--- config.mk ---
export PLATFORM = sky130hd
export DESIGN_NAME = move_controller
export DESIGN_NICKNAME = d
export VERILOG_FILES = /design/src/rtl/move_controller.sv
export SDC_FILE = /design/constraint.sdc
export NUM_CORES = 1
export LEC_CHECK = 0
export CAP_MARGIN = 20
export CORE_MARGIN = 1
export CORE_UTILIZATION = 35
export DETAILED_ROUTE_END_ITERATION = 10
export PLACE_DENSITY = 0.66
export SYNTH_ARGS = -nofsm -noshare
export SYNTH_HDL_FRONTEND = slang
export SYNTH_SLANG_ARGS = --single-unit
--- constraint.sdc ---
create_clock -name clk -period 4.5 [get_ports clk]
set_input_delay 1.125 -clock clk [delete_from_list [all_inputs] [get_ports clk]]
set_output_delay 1.125 -clock clk [all_outputs]
set_load 0.05 [all_outputs]
--- src/rtl/move_controller.sv ---
// Purpose : turns debounced mouse clicks and the cursor square into pick/place commands for chess_board,
//           enforcing side-to-move, legality against possible_moves, cancel-on-origin, captures and game over.
// Latency : click -> pick_piece 1 cycle; HELD click -> place_piece / illegal_click 1 cycle; all outputs registered.
// Backpressure: none; clicks that arrive outside IDLE/HELD are dropped, never queued.
//
// Ports:
//   clk, rst          system clock, asynchronous active-high reset
//   mouse_left        raw button, asynchronous to clk (synchronised + debounced here)
//   cursor_pos        square under cursor, [5:3] row, [2:0] column
//   piece_at_cursor   board code at cursor: 0 empty, 1-6 white (6 king), 7-12 black (12 king)
//   possible_moves    legal targets of the held piece, square idx legal when bit [63-idx] is set
//   figure_position   square for the current pick/place pulse, holds its value otherwise
//   pick_piece        one-cycle pick command
//   place_piece       one-cycle place command
//   turn              side to move, 0 white / 1 black
//   piece_held        high from pick until the place completes
//   capture_valid     one-cycle pulse alongside place_piece when the target held a piece
//   captured_code     code of the last captured piece
//   illegal_click     one-cycle pulse on a rejected click while a piece is held
//   game_over         sticky once a king is captured, cleared only by rst
module move_controller #(
  parameter int DEBOUNCE_CYCLES = 16,
  parameter int SETTLE_CYCLES   = 4
) (
  input  logic        clk,
  input  logic        rst,
  input  logic        mouse_left,
  input  logic [5:0]  cursor_pos,
  input  logic [3:0]  piece_at_cursor,
  input  logic [63:0] possible_moves,
  output logic [5:0]  figure_position,
  output logic        pick_piece,
  output logic        place_piece,
  output logic        turn,
  output logic        piece_held,
  output logic        capture_valid,
  output logic [3:0]  captured_code,
  output logic        illegal_click,
  output logic        game_over
);

  localparam int DBW = $clog2(DEBOUNCE_CYCLES + 1);
  localparam int SW  = $clog2(SETTLE_CYCLES + 1);

  typedef enum logic [2:0] {
    S_IDLE, S_PICK, S_SETTLE, S_HELD, S_PLACE, S_OVER
  } state_t;

  // Input path state
  logic           sync1_q, sync1_d;
  logic           sync2_q, sync2_d;
  logic           btn_db_q, btn_db_d;
  logic [DBW-1:0] db_cnt_q, db_cnt_d;
  logic           click_q, click_d;

  // Move FSM state and registered outputs
  state_t         state_q, state_d;
  logic [SW-1:0]  settle_cnt_q, settle_cnt_d;
  logic [5:0]     origin_q, origin_d;
  logic [3:0]     victim_q, victim_d;
  logic           cancel_q, cancel_d;
  logic [5:0]     fig_q, fig_d;
  logic           pick_q, pick_d;
  logic           place_q, place_d;
  logic           turn_q, turn_d;
  logic           held_q, held_d;
  logic           cap_vld_q, cap_vld_d;
  logic [3:0]     cap_code_q, cap_code_d;
  logic           illegal_q, illegal_d;
  logic           over_q, over_d;

  logic           own_piece;
  logic           target_legal;

  // Synchroniser and debouncer. The counter only runs while the synchronised
  // sample disagrees with the accepted level; any agreeing sample restarts it.
  always_comb begin
    sync1_d  = mouse_left;
    sync2_d  = sync1_q;
    btn_db_d = btn_db_q;
    db_cnt_d = '0;
    click_d  = 1'b0;
    if (sync2_q != btn_db_q) begin
      if (db_cnt_q == DBW'(DEBOUNCE_CYCLES - 1)) begin
        btn_db_d = sync2_q;
        click_d  = sync2_q;  // only the 0->1 acceptance is a click
      end else begin
        db_cnt_d = db_cnt_q + 1'b1;
      end
    end
  end

  always_comb begin
    if (turn_q) own_piece = (piece_at_cursor >= 4'd7) && (piece_at_cursor <= 4'd12);
    else        own_piece = (piece_at_cursor >= 4'd1) && (piece_at_cursor <= 4'd6);
  end

  assign target_legal = possible_moves[6'd63 - cursor_pos];

  // Pulse outputs are loaded on the edge entering PICK/PLACE so they are high
  // during that state; turn, piece_held release and game_over update on exit of PLACE.
  always_comb begin
    state_d      = state_q;
    settle_cnt_d = settle_cnt_q;
    origin_d     = origin_q;
    victim_d     = victim_q;
    cancel_d     = cancel_q;
    fig_d        = fig_q;
    pick_d       = 1'b0;
    place_d      = 1'b0;
    turn_d       = turn_q;
    held_d       = held_q;
    cap_vld_d    = 1'b0;
    cap_code_d   = cap_code_q;
    illegal_d    = 1'b0;
    over_d       = over_q;

    case (state_q)
      S_IDLE: begin
        if (click_q && own_piece) begin
          origin_d = cursor_pos;
          fig_d    = cursor_pos;
          pick_d   = 1'b1;
          held_d   = 1'b1;
          state_d  = S_PICK;
        end
      end
      S_PICK: begin
        settle_cnt_d = '0;
        state_d      = S_SETTLE;
      end
      S_SETTLE: begin
        if (settle_cnt_q == SW'(SETTLE_CYCLES - 1)) begin
          settle_cnt_d = '0;
          state_d      = S_HELD;
        end else begin
          settle_cnt_d = settle_cnt_q + 1'b1;
        end
      end
      S_HELD: begin
        if (click_q) begin
          if (cursor_pos == origin_q) begin
            // Dropping back on the origin cancels: no turn change, no capture.
            fig_d    = origin_q;
            cancel_d = 1'b1;
            victim_d = 4'd0;
            place_d  = 1'b1;
            state_d  = S_PLACE;
          end else if (target_legal) begin
            fig_d    = cursor_pos;
            cancel_d = 1'b0;
            victim_d = piece_at_cursor;
            place_d  = 1'b1;
            if (piece_at_cursor != 4'd0) begin
              cap_vld_d  = 1'b1;
              cap_code_d = piece_at_cursor;
            end
            state_d  = S_PLACE;
          end else begin
            illegal_d = 1'b1;
          end
        end
      end
      S_PLACE: begin
        held_d = 1'b0;
        if (!cancel_q) turn_d = ~turn_q;
        if ((victim_q == 4'd6) || (victim_q == 4'd12)) begin
          over_d  = 1'b1;
          state_d = S_OVER;
        end else begin
          state_d = S_IDLE;
        end
      end
      S_OVER: begin
        state_d = S_OVER;
      end
      default: begin
        state_d = S_IDLE;
      end
    endcase
  end

  always_ff @(posedge clk or posedge rst) begin
    if (rst) begin
      sync1_q      <= 1'b0;
      sync2_q      <= 1'b0;
      btn_db_q     <= 1'b0;
      db_cnt_q     <= '0;
      click_q      <= 1'b0;
      state_q      <= S_IDLE;
      settle_cnt_q <= '0;
      origin_q     <= 6'd0;
      victim_q     <= 4'd0;
      cancel_q     <= 1'b0;
      fig_q        <= 6'd0;
      pick_q       <= 1'b0;
      place_q      <= 1'b0;
      turn_q       <= 1'b0;
      held_q       <= 1'b0;
      cap_vld_q    <= 1'b0;
      cap_code_q   <= 4'd0;
      illegal_q    <= 1'b0;
      over_q       <= 1'b0;
    end else begin
      sync1_q      <= sync1_d;
      sync2_q      <= sync2_d;
      btn_db_q     <= btn_db_d;
      db_cnt_q     <= db_cnt_d;
      click_q      <= click_d;
      state_q      <= state_d;
      settle_cnt_q <= settle_cnt_d;
      origin_q     <= origin_d;
      victim_q     <= victim_d;
      cancel_q     <= cancel_d;
      fig_q        <= fig_d;
      pick_q       <= pick_d;
      place_q      <= place_d;
      turn_q       <= turn_d;
      held_q       <= held_d;
      cap_vld_q    <= cap_vld_d;
      cap_code_q   <= cap_code_d;
      illegal_q    <= illegal_d;
      over_q       <= over_d;
    end
  end

  assign figure_position = fig_q;
  assign pick_piece      = pick_q;
  assign place_piece     = place_q;
  assign turn            = turn_q;
  assign piece_held      = held_q;
  assign capture_valid   = cap_vld_q;
  assign captured_code   = cap_code_q;
  assign illegal_click   = illegal_q;
  assign game_over       = over_q;

endmodule

==> results of run 1 <==
[flip-flops by register name, indices dropped and copies added (netlist names), 3 cells and up]
| register | count |
|---|---|
| victim_q | 4 |
| origin_q | 6 |
| settle_cnt_q | 3 |
| figure_position | 6 |
| db_cnt_q | 5 |
| state_q | 3 |
| captured_code | 4 |
[where the power goes]
part | switching (mW) | internal, mW
registers | 0.0536 | 0.429
logic | 0.177 | 0.199
clock network | 0.127 | 0.121
total | 0.357 | 0.749
[layer usage]
| layer | vias to the layer above | GRT usage (%) |
|---|---|---|
| met4 | 0 | 4.394 |
| met1 | 937 | 19.99 |
| li1 | 955 | - |
| met3 | 0 | 4.716 |
| met2 | 75 | 29.45 |
| met5 | - | 0 |
[cell usage in the layout, fill, tap and decap left out, types with 2 or more instances in the layout]
master | synthesis | final
clkdlybuf4s50_1 | 0 | 93
o21bai_1 | 2 | 2
buf_4 | 1 | 3
nand2b_1 | 5 | 5
xor2_1 | 10 | 10
nor2b_1 | 6 | 6
inv_1 | 13 | 13
nand3_1 | 6 | 6
mux2i_1 | 10 | 10
and3b_1 | 2 | 2
and3_1 | 3 | 3
ha_1 | 2 | 2
nor2_1 | 13 | 13
mux2_2 | 15 | 15
o21ai_0 | 9 | 9
xnor2_1 | 3 | 3
o22ai_1 | 3 | 3
nand2_1 | 9 | 9
mux4_1 | 5 | 5
clkbuf_8 | 0 | 6
a21oi_1 | 6 | 6
a221oi_1 | 3 | 3
mux4_2 | 9 | 9
dfrtp_1 | 43 | 43
a22o_1 | 3 | 3
and2_1 | 3 | 3
[layout make-up]
class                           count  area, um^2  share of cell area (%)
Clock buffer                        6       82.58                   2.308
Clock inverter                      1       5.005                  0.1399
Inverter                           13       48.80                   1.364
Multi-Input combinational cell    143        1271                   35.54
Sequential cell                    43        1076                   30.08
Tap cell                           96       120.1                   3.358
Timing Repair Buffer               97       973.4                   27.21
[stage by stage]
stage	setup slack (ns)	hold WS [ns]	std cells	total power [mW]	instance area, um^2
2_1_floorplan	1.157	0.3312	210	0.7262	2460
3_3_place_gp	0.3932	0.3322	392	0.8575	3490
3_5_place_dp	0.3546	0.3347	392	0.8668	3490
4_1_cts	0.6636	0.3522	399	1.111	3577
5_1_grt	0.5354	0.3559	399	1.177	3577
6_report	0.6681	0.3508	399	1.106	3577
[cells by family (layout without fill, tap and decap cells)]
group           Yosys count  count (layout)  share of synthesized area [%]
mux                      39              39                          24.52
buf+inv                  24             117                          4.578
flops                    43              43                          43.74
fa+ha+maj                 2               2                          1.017
xor+xnor                 13              13                          4.629
simple gates             55              55                          12.36
compound gates           34              34                          9.156
[worst max-delay path, delay by kind of cell]
family	cells	cell delay [ns]
AOI/OAI and AO/OA	2	0.34
muxes	3	1.45
buffers and inverters	2	0.68
and+or+nand+nor	1	0.40
[worst max path at each step]
stage                                           endpoint  cells past startpoint           from
after detailed placement  figure_position[1]$_DFFE_PP0P_                      8  cursor_pos[0]
final                     figure_position[0]$_DFFE_PP0P_                      8  cursor_pos[0]
after global placement    figure_position[4]$_DFFE_PP0P_                      8  cursor_pos[0]
after global routing        captured_code[2]$_DFFE_PP0P_                      9  cursor_pos[2]
after floorplan           figure_position[0]$_DFFE_PP0P_                      7  cursor_pos[0]
after CTS                 figure_position[0]$_DFFE_PP0P_                      8  cursor_pos[0]
==> results.toml, run 1 <==
[layout]
drive_gt1_share_pct = 12.21
fillers = 618
diodes = 0
area_growth_pct = 45.42
fin_util_pct = 52.65
nets = 382

[route]
drc = 0
wl_per_cell_um = 14.46
totalWireLength_um = 5770
drt_iter0_drc = 52
dr_wl_met2_um = 2857
met1Wirelength_um = 2538
avgViaCountPerCell = 4.930
firstDrtPassIters = 4
antenna_left = 0
wl_met3_um = 375
vias = 1967
routed.top_layer = "met3"

[sta]
rsz0062_at_grt = "no"
setup_viol_count_final = 0
max_slew.worst_pin.slew_ns = 0.5532
maxSlewViolCount = 0
finalCriticalPeriod_ns = 3.832
fin_crit_sh_pct = 85.15
max_freq_mhz = 261.0
hold_viol_final = 0
max_slew_margin_pct = 63.00
finalClockSkew_ns = 0.005873
setup_tns_ns = 0

[floorplan]
std_cell_rows = 30
die_h_um = 85.84
fp.coreArea_um2 = 6794
fp.dieW_um = 85.84
start_util_pct = 36.21
ios = 94
die_area_um2 = 7368

[global_route]
grt_antenna_before_repair = 0
grt_max_degree = 44
grt_pass1_wl_um = 9584
grt_usage_pct = 16.67
grt_pass1_vias = 2149
gr-total-overflow = 0

[worst_hold_path]
hold_class = "reg -> reg"
min_from = "sync1_q$_DFF_PP0_"
min_delay_worst_endpoint = "sync2_q$_DFF_PP0_"
holdPathStages = 0

[placement]
place_congestion = 0.7213
numPortBuffers = 93
dp_hpwl_um = 4395

[synthesis]
synthTopCellsByCount = "43 x dfrtp_1, 15 x mux2_2, 13 x inv_1, 13 x nor2_1"
synthesis.nets = 289
netlist_instances = 210
syn_area_per_cell_um2 = 11.71
yosys.area.top_type = "dfrtp_1"
async_reset_ff_share_pct = 100.0
synth-edff-count = 0
synth.area.top_cells = "dfrtp_1 44%, mux4_2 8.2%, mux2_2 6.9%"
synth_flop_cell = "dfrtp_1"
ys_ff_latch = 43
yosysMostFrequentCell = "dfrtp_1"
syn_area_um2 = 2460
yosysUniqueCellTypes = 43
ys_seq_area_share_pct = 43.74
yosysWarnings = 0
synth_top_area_share_pct = 43.74

[worst_setup_path]
path_cells = "clkdlybuf4s50_1 > buf_12 > mux4_1 > mux4_2 > o21ai_1 > a21oi_1 > nor3b_4 > mux2_2"
rr_startpoint = "state_q[1]$_DFFE_PP0P_"
cp-end-kind = "flip-flop"
worstPathRequired_ns = 4.67
cp-start-kind = "input port"
cp_max_fo = 20
worstRegToRegCells = 5
r2r_end = "captured_code[2]$_DFFE_PP0P_"
worstPathArrival_ns = 4.01
cpPeakStageDelay_ns = 0.58
rrSetupSlack_ns = 2.21
slowest_stage = "mux4_1"
path_class = "in -> reg"

[clock_tree]
cts_post_setup_buffers_inserted = 0
cts_tree = "done"
cts.sinks = 43
h-tree-depth = 2
cts_root_buffer = "clkbuf_8"
clock_path_buffers = 2
post_cts_resized = 0
clk_latency_ns = 0.29
numCtsBuffers = 5
clk_pin_slew_ns = 0.08
hold_buffers = 0

[power_and_ir_drop]
p_leak_nw = 1.600
ir_worst_vdd_v = 0.0001398
p_per_area_nw_per_um2 = 309.2

[status]
status = "complete, no violations"

[run]
cap_violations = 0
No activity file was read; power rests on OpenSTA's default activity.
==> run 2: changes to the inputs <==
--- a/config.mk
+++ b/config.mk
@@ -9,7 +9,7 @@
 export CORE_MARGIN = 1
 export CORE_UTILIZATION = 35
 export DETAILED_ROUTE_END_ITERATION = 10
-export PLACE_DENSITY = 0.66
+export PLACE_DENSITY_LB_ADDON = 0.25
 export SYNTH_ARGS = -nofsm -noshare
 export SYNTH_HDL_FRONTEND = slang
 export SYNTH_SLANG_ARGS = --single-unit
==> run 2 against run 1 <==
Effect of this change: non-clock buffer count is 2 higher; clock-buffer cell count rose by 2; register-to-register slack improved by 0.03 ns; worst hold slack better by 0.0074 ns; power grew 1.6%.
==> results.toml, run 2 (synthesis gave the netlist of run 1 again) <==
[sta]
hold_viol_final = 0
setup_tns_ns = 0
max_freq_mhz = 263.5
maxSlewViolCount = 0
max_slew_margin_pct = 61.10
max_slew.worst_pin.slew_ns = 0.5817
fin_crit_sh_pct = 84.34
rsz0062_at_grt = "no"
setup_viol_count_final = 0
finalClockSkew_ns = 0.006877
finalCriticalPeriod_ns = 3.795

[floorplan]
ios = 94
fp.dieW_um = 85.84
die_area_um2 = 7368
die_h_um = 85.84
fp.coreArea_um2 = 6794
start_util_pct = 36.21
std_cell_rows = 30

[clock_tree]
clk_latency_ns = 0.30
cts_root_buffer = "clkbuf_8"
cts_tree = "done"
cts_post_setup_buffers_inserted = 0
clk_pin_slew_ns = 0.08
cts.sinks = 43
numCtsBuffers = 5
hold_buffers = 0
clock_path_buffers = 2
h-tree-depth = 2
post_cts_resized = 0

[worst_setup_path]
cp_max_fo = 10
slowest_stage = "clkdlybuf4s50_1"
worstPathArrival_ns = 3.99
cp-end-kind = "flip-flop"
cpPeakStageDelay_ns = 0.74
cp-start-kind = "input port"
worstPathRequired_ns = 4.69
path_class = "in -> reg"
path_cells = "clkdlybuf4s50_1 > mux2i_1 > mux4_2 > a221oi_1 > o21ai_1 > a21oi_1 > and3_1 > mux2_2"
worstRegToRegCells = 7

[worst_hold_path]
holdPathStages = 0
hold_class = "reg -> reg"

[route]
drt_iter0_drc = 119
avgViaCountPerCell = 4.913
vias = 1975
totalWireLength_um = 5521
drc = 0
firstDrtPassIters = 6
antenna_left = 0
wl_per_cell_um = 13.73

[placement]
numPortBuffers = 93
dpl_cell_area_um2 = 3485
place_congestion = 0.7465
dp_hpwl_um = 4391
place_inst = 393

[global_route]
grt_pass1_wl_um = 9308
grt_usage_pct = 16.45
grt_max_degree = 27
grt_antenna_before_repair = 0
grt_pass1_vias = 2094
gr-total-overflow = 0

[layout]
fillers = 613
drive_gt1_share_pct = 12.75
nets = 384
diodes = 0
final_cell_mix = "93 x clkdlybuf4s50_1, 43 x dfrtp_1, 15 x mux2_2"
area_growth_pct = 46.85
finalNonFillerCells = 402
final_common_cell = "clkdlybuf4s50_1"
finalInstanceArea_um2 = 3612

[status]
status = "complete, no violations"

[power_and_ir_drop]
ir_worst_vdd_v = 0.0001775
p_per_area_nw_per_um2 = 311.0
p_leak_nw = 1.618

[run]
cap_violations = 0
==> run 2: changes by cell type in the layout (fill, tap and decap cells not counted) <==
cell / before / now
clkbuf_1: 0 / 1
buf_16: 0 / 1
clkbuf_8: 6 / 7
clkinv_2: 1 / 0
buf_4: 3 / 5
buf_12: 1 / 0
==> run 2: worst paths after layout <==
kind	start	to	slack, ns
setup / recovery	cursor_pos[2]	captured_code[1]$_DFFE_PP0P_	0.70
hold reg to reg	sync1_q$_DFF_PP0_	sync2_q$_DFF_PP0_	0.36
max in group asynchronous	rst	settle_cnt_q[1]$_DFFE_PP0N_	2.83
setup reg to reg	turn$_DFFE_PP0P_	figure_position[2]$_DFFE_PP0P_	2.24
hold / removal	sync1_q$_DFF_PP0_	sync2_q$_DFF_PP0_	0.36
min in group asynchronous	rst	sync1_q$_DFF_PP0_	1.02
==> run 2: area by class of cell <==
cell class / count / area, um^2 / area share [%]
Clock buffer: 8 / 100.1 / 2.771
Sequential cell: 43 / 1076 / 29.79
Multi-Input combinational cell: 143 / 1271 / 35.19
Inverter: 13 / 48.80 / 1.351
Tap cell: 96 / 120.1 / 3.325
Timing Repair Buffer: 99 / 996.0 / 27.57
==> run 2: worst max-delay path: cells and delay by family <==
kind / cells / cell delay (ns)
AND/OR/NAND/NOR: 1 / 0.40
multiplexers: 3 / 0.99
buffers and inverters: 1 / 0.74
AO/OA/AOI/OAI: 3 / 0.73
==> run 2: per-stage QoR <==
step           utilization (%)  setup WS, ns  hold WS, ns  total power [mW]
2_1_floorplan                -         1.157       0.3312            0.7262
3_3_place_gp             51.29        0.3752       0.3356            0.8579
3_5_place_dp             51.29        0.3616       0.3412            0.8651
6_report                 53.17        0.7045       0.3582             1.124
5_1_grt                  53.17        0.5067       0.3726             1.192
4_1_cts                  52.76        0.6810       0.3584             1.132
==> run 2: layer usage <==
metal | up-vias | track usage (%) | wire length [um]
met1 | 940 | 19.43 | 2379
met4 | 0 | 7.727 | 155
met2 | 71 | 27.71 | 2689
met3 | 16 | 4.716 | 298
met5 | - | 0 | 0
li1 | 948 | - | -
==> run 2: power breakdown <==
group,switching [mW],internal (mW)
Clock,0.125,0.140
Sequential,0.0534,0.430
Combinational,0.175,0.200
Total,0.354,0.770
==> run 3: changes to the inputs <==
==> constraint.sdc (replaced) <==
create_clock -name clk -period 3.6 [get_ports clk]
set_input_delay 0.9 -clock clk [delete_from_list [all_inputs] [get_ports clk]]
set_output_delay 0.9 -clock clk [all_outputs]
set_load 0.05 [all_outputs]
==> run 3 against run 2 <==
Effect of this change: non-clock buffer count grew 5; combinational power increased by 28%; register-to-register slack worse by 1.0 ns; largest cell class unchanged; worst setup slack got worse by 0.53 ns; utilization up 0.64 points; first-iteration DRC count decreased by 44%.
==> results.toml, run 3 (synthesis gave the netlist of run 1 again) <==
[worst_setup_path]
cp-end-kind = "flip-flop"
cpPeakStageDelay_ns = 0.54
path_depth = 9
cp_max_fo = 11
crit_start = "cursor_pos[0]"
cp-endpoint = "figure_position[1]$_DFFE_PP0P_"
worstPathRequired_ns = 3.77
rr_startpoint = "turn$_DFFE_PP0P_"
slowest_stage = "mux4_1"
path_cells = "clkdlybuf4s50_1 > buf_12 > mux4_1 > mux4_2 > o21ai_1 > a21oi_2 > nor3b_4 > buf_4 > mux2_2"
path_class = "in -> reg"
cpLargestDelayFamily = "multiplexers"
r2r_end = "figure_position[1]$_DFFE_PP0P_"
cp-start-kind = "input port"
rrSetupSlack_ns = 1.23
worstRegToRegCells = 8
worstPathArrival_ns = 3.60
path_buf_inv = 3

[global_route]
gr-total-overflow = 0
grt_usage_pct = 16.79
grt_max_degree = 44
grt_antenna_before_repair = 0
grt_pass1_vias = 2055
grt_pass1_wl_um = 9660

[clock_tree]
clk_pin_slew_ns = 0.08
clk_latency_ns = 0.29
cts.sinks = 43
clock_path_buffers = 2
cts_root_buffer = "clkbuf_8"
numCtsBuffers = 5
h-tree-depth = 2
hold_buffers = 0
cts_tree = "done"

[placement]
numPortBuffers = 93
dpl_cell_area_um2 = 3560
place_congestion = 0.7143
dp_hpwl_um = 4455
pre_cts_slack_ns = -0.2407

[power_and_ir_drop]
ir_worst_vdd_v = 0.0002123
power.total_mw = 1.377
p_per_area_nw_per_um2 = 376.5
p_leak_nw = 1.637

[floorplan]
start_util_pct = 36.21
std_cell_rows = 30
fp.dieW_um = 85.84
fp.coreArea_um2 = 6794
ios = 94
die_h_um = 85.84
die_area_um2 = 7368

[route]
avgViaCountPerCell = 4.862
antenna_left = 0
totalWireLength_um = 5611
firstDrtPassIters = 4
drt_iter0_drc = 67
vias = 1979
wl_per_cell_um = 13.79
drc = 0

[worst_hold_path]
hold_class = "reg -> reg"
min_from = "sync1_q$_DFF_PP0_"

[run]
cap_violations = 0

[layout]
nets = 389
drive_gt1_share_pct = 14.47
area_growth_pct = 48.63
diodes = 0
finalInstanceArea_um2 = 3656
fillers = 598
final_cell_mix = "93 x clkdlybuf4s50_1, 43 x dfrtp_1, 15 x mux2_2"
final_common_cell = "clkdlybuf4s50_1"

[sta]
max_slew_margin_pct = 63.86
finalClockSkew_ns = 0.006042
hold_viol_final = 0
fin_crit_sh_pct = 95.20
hold_slack_ns = 0.3531
max_slew.worst_pin.slew_ns = 0.5404
maxSlewViolCount = 0
rsz0062_at_grt = "no"
setup_viol_count_final = 0
finalCriticalPeriod_ns = 3.427
setup_tns_ns = 0
finalWorstSetupSlack_ns = 0.1729
max_freq_mhz = 291.8

[status]
status = "complete, no violations"
==> run 3: worst reg2reg max path, stage by stage, from the launching register on <==
cell and delay (ns):
dfrtp_1 0.45, o21bai_1 0.19, a221oi_1 0.25, o221ai_1 0.17, nand2b_1 0.18, or2_2 0.39
nor3b_4 0.19, buf_4 0.16, mux2_2 0.27
==> run 3: area by class of cell <==
class                           count  area (um^2)  share of cell area, %
Multi-Input combinational cell    143         1275                  34.87
Sequential cell                    43         1076                  29.43
Timing Repair Buffer              104         1051                  28.75
Tap cell                           96        120.1                  3.285
Clock buffer                        6        72.57                  1.985
Inverter                           13        48.80                  1.335
Clock inverter                      2        12.51                 0.3422
==> run 3: worst min-delay path by stage <==
stage / to / slack (ns) / cells after the start
2_1_floorplan: sync2_q$_DFF_PP0_ / 0.33 / 0
3_3_place_gp: sync2_q$_DFF_PP0_ / 0.34 / 0
3_5_place_dp: sync2_q$_DFF_PP0_ / 0.34 / 0
4_1_cts: sync2_q$_DFF_PP0_ / 0.36 / 0
5_1_grt: sync2_q$_DFF_PP0_ / 0.36 / 0
6_report: sync2_q$_DFF_PP0_ / 0.35 / 0
==> run 3: routing by layer <==
layer / routed length [um] / global-route usage, % / up-vias
met5: 0 / 0 / -
met4: 40 / 4.242 / 0
met3: 283 / 3.754 / 5
met2: 2758 / 28.80 / 56
met1: 2529 / 21.59 / 959
li1: - / - / 959
==> run 3: through the flow <==
stage	std cells	utilization (%)
6_report	407	53.81
5_1_grt	407	53.81
4_1_cts	406	53.65
3_5_place_dp	398	52.39
3_3_place_gp	398	52.39
2_1_floorplan	210	-
==> run 3: what timing repair did <==
action                     4_1_cts  5_1_grt
setup endpoints to repair        0       13
buffers inserted                 0        1
gates resized for setup          0        1
==> run 3: power by group <==
part | internal (mW) | switching [mW]
logic | 0.256 | 0.223
registers | 0.537 | 0.0673
clock network | 0.136 | 0.158
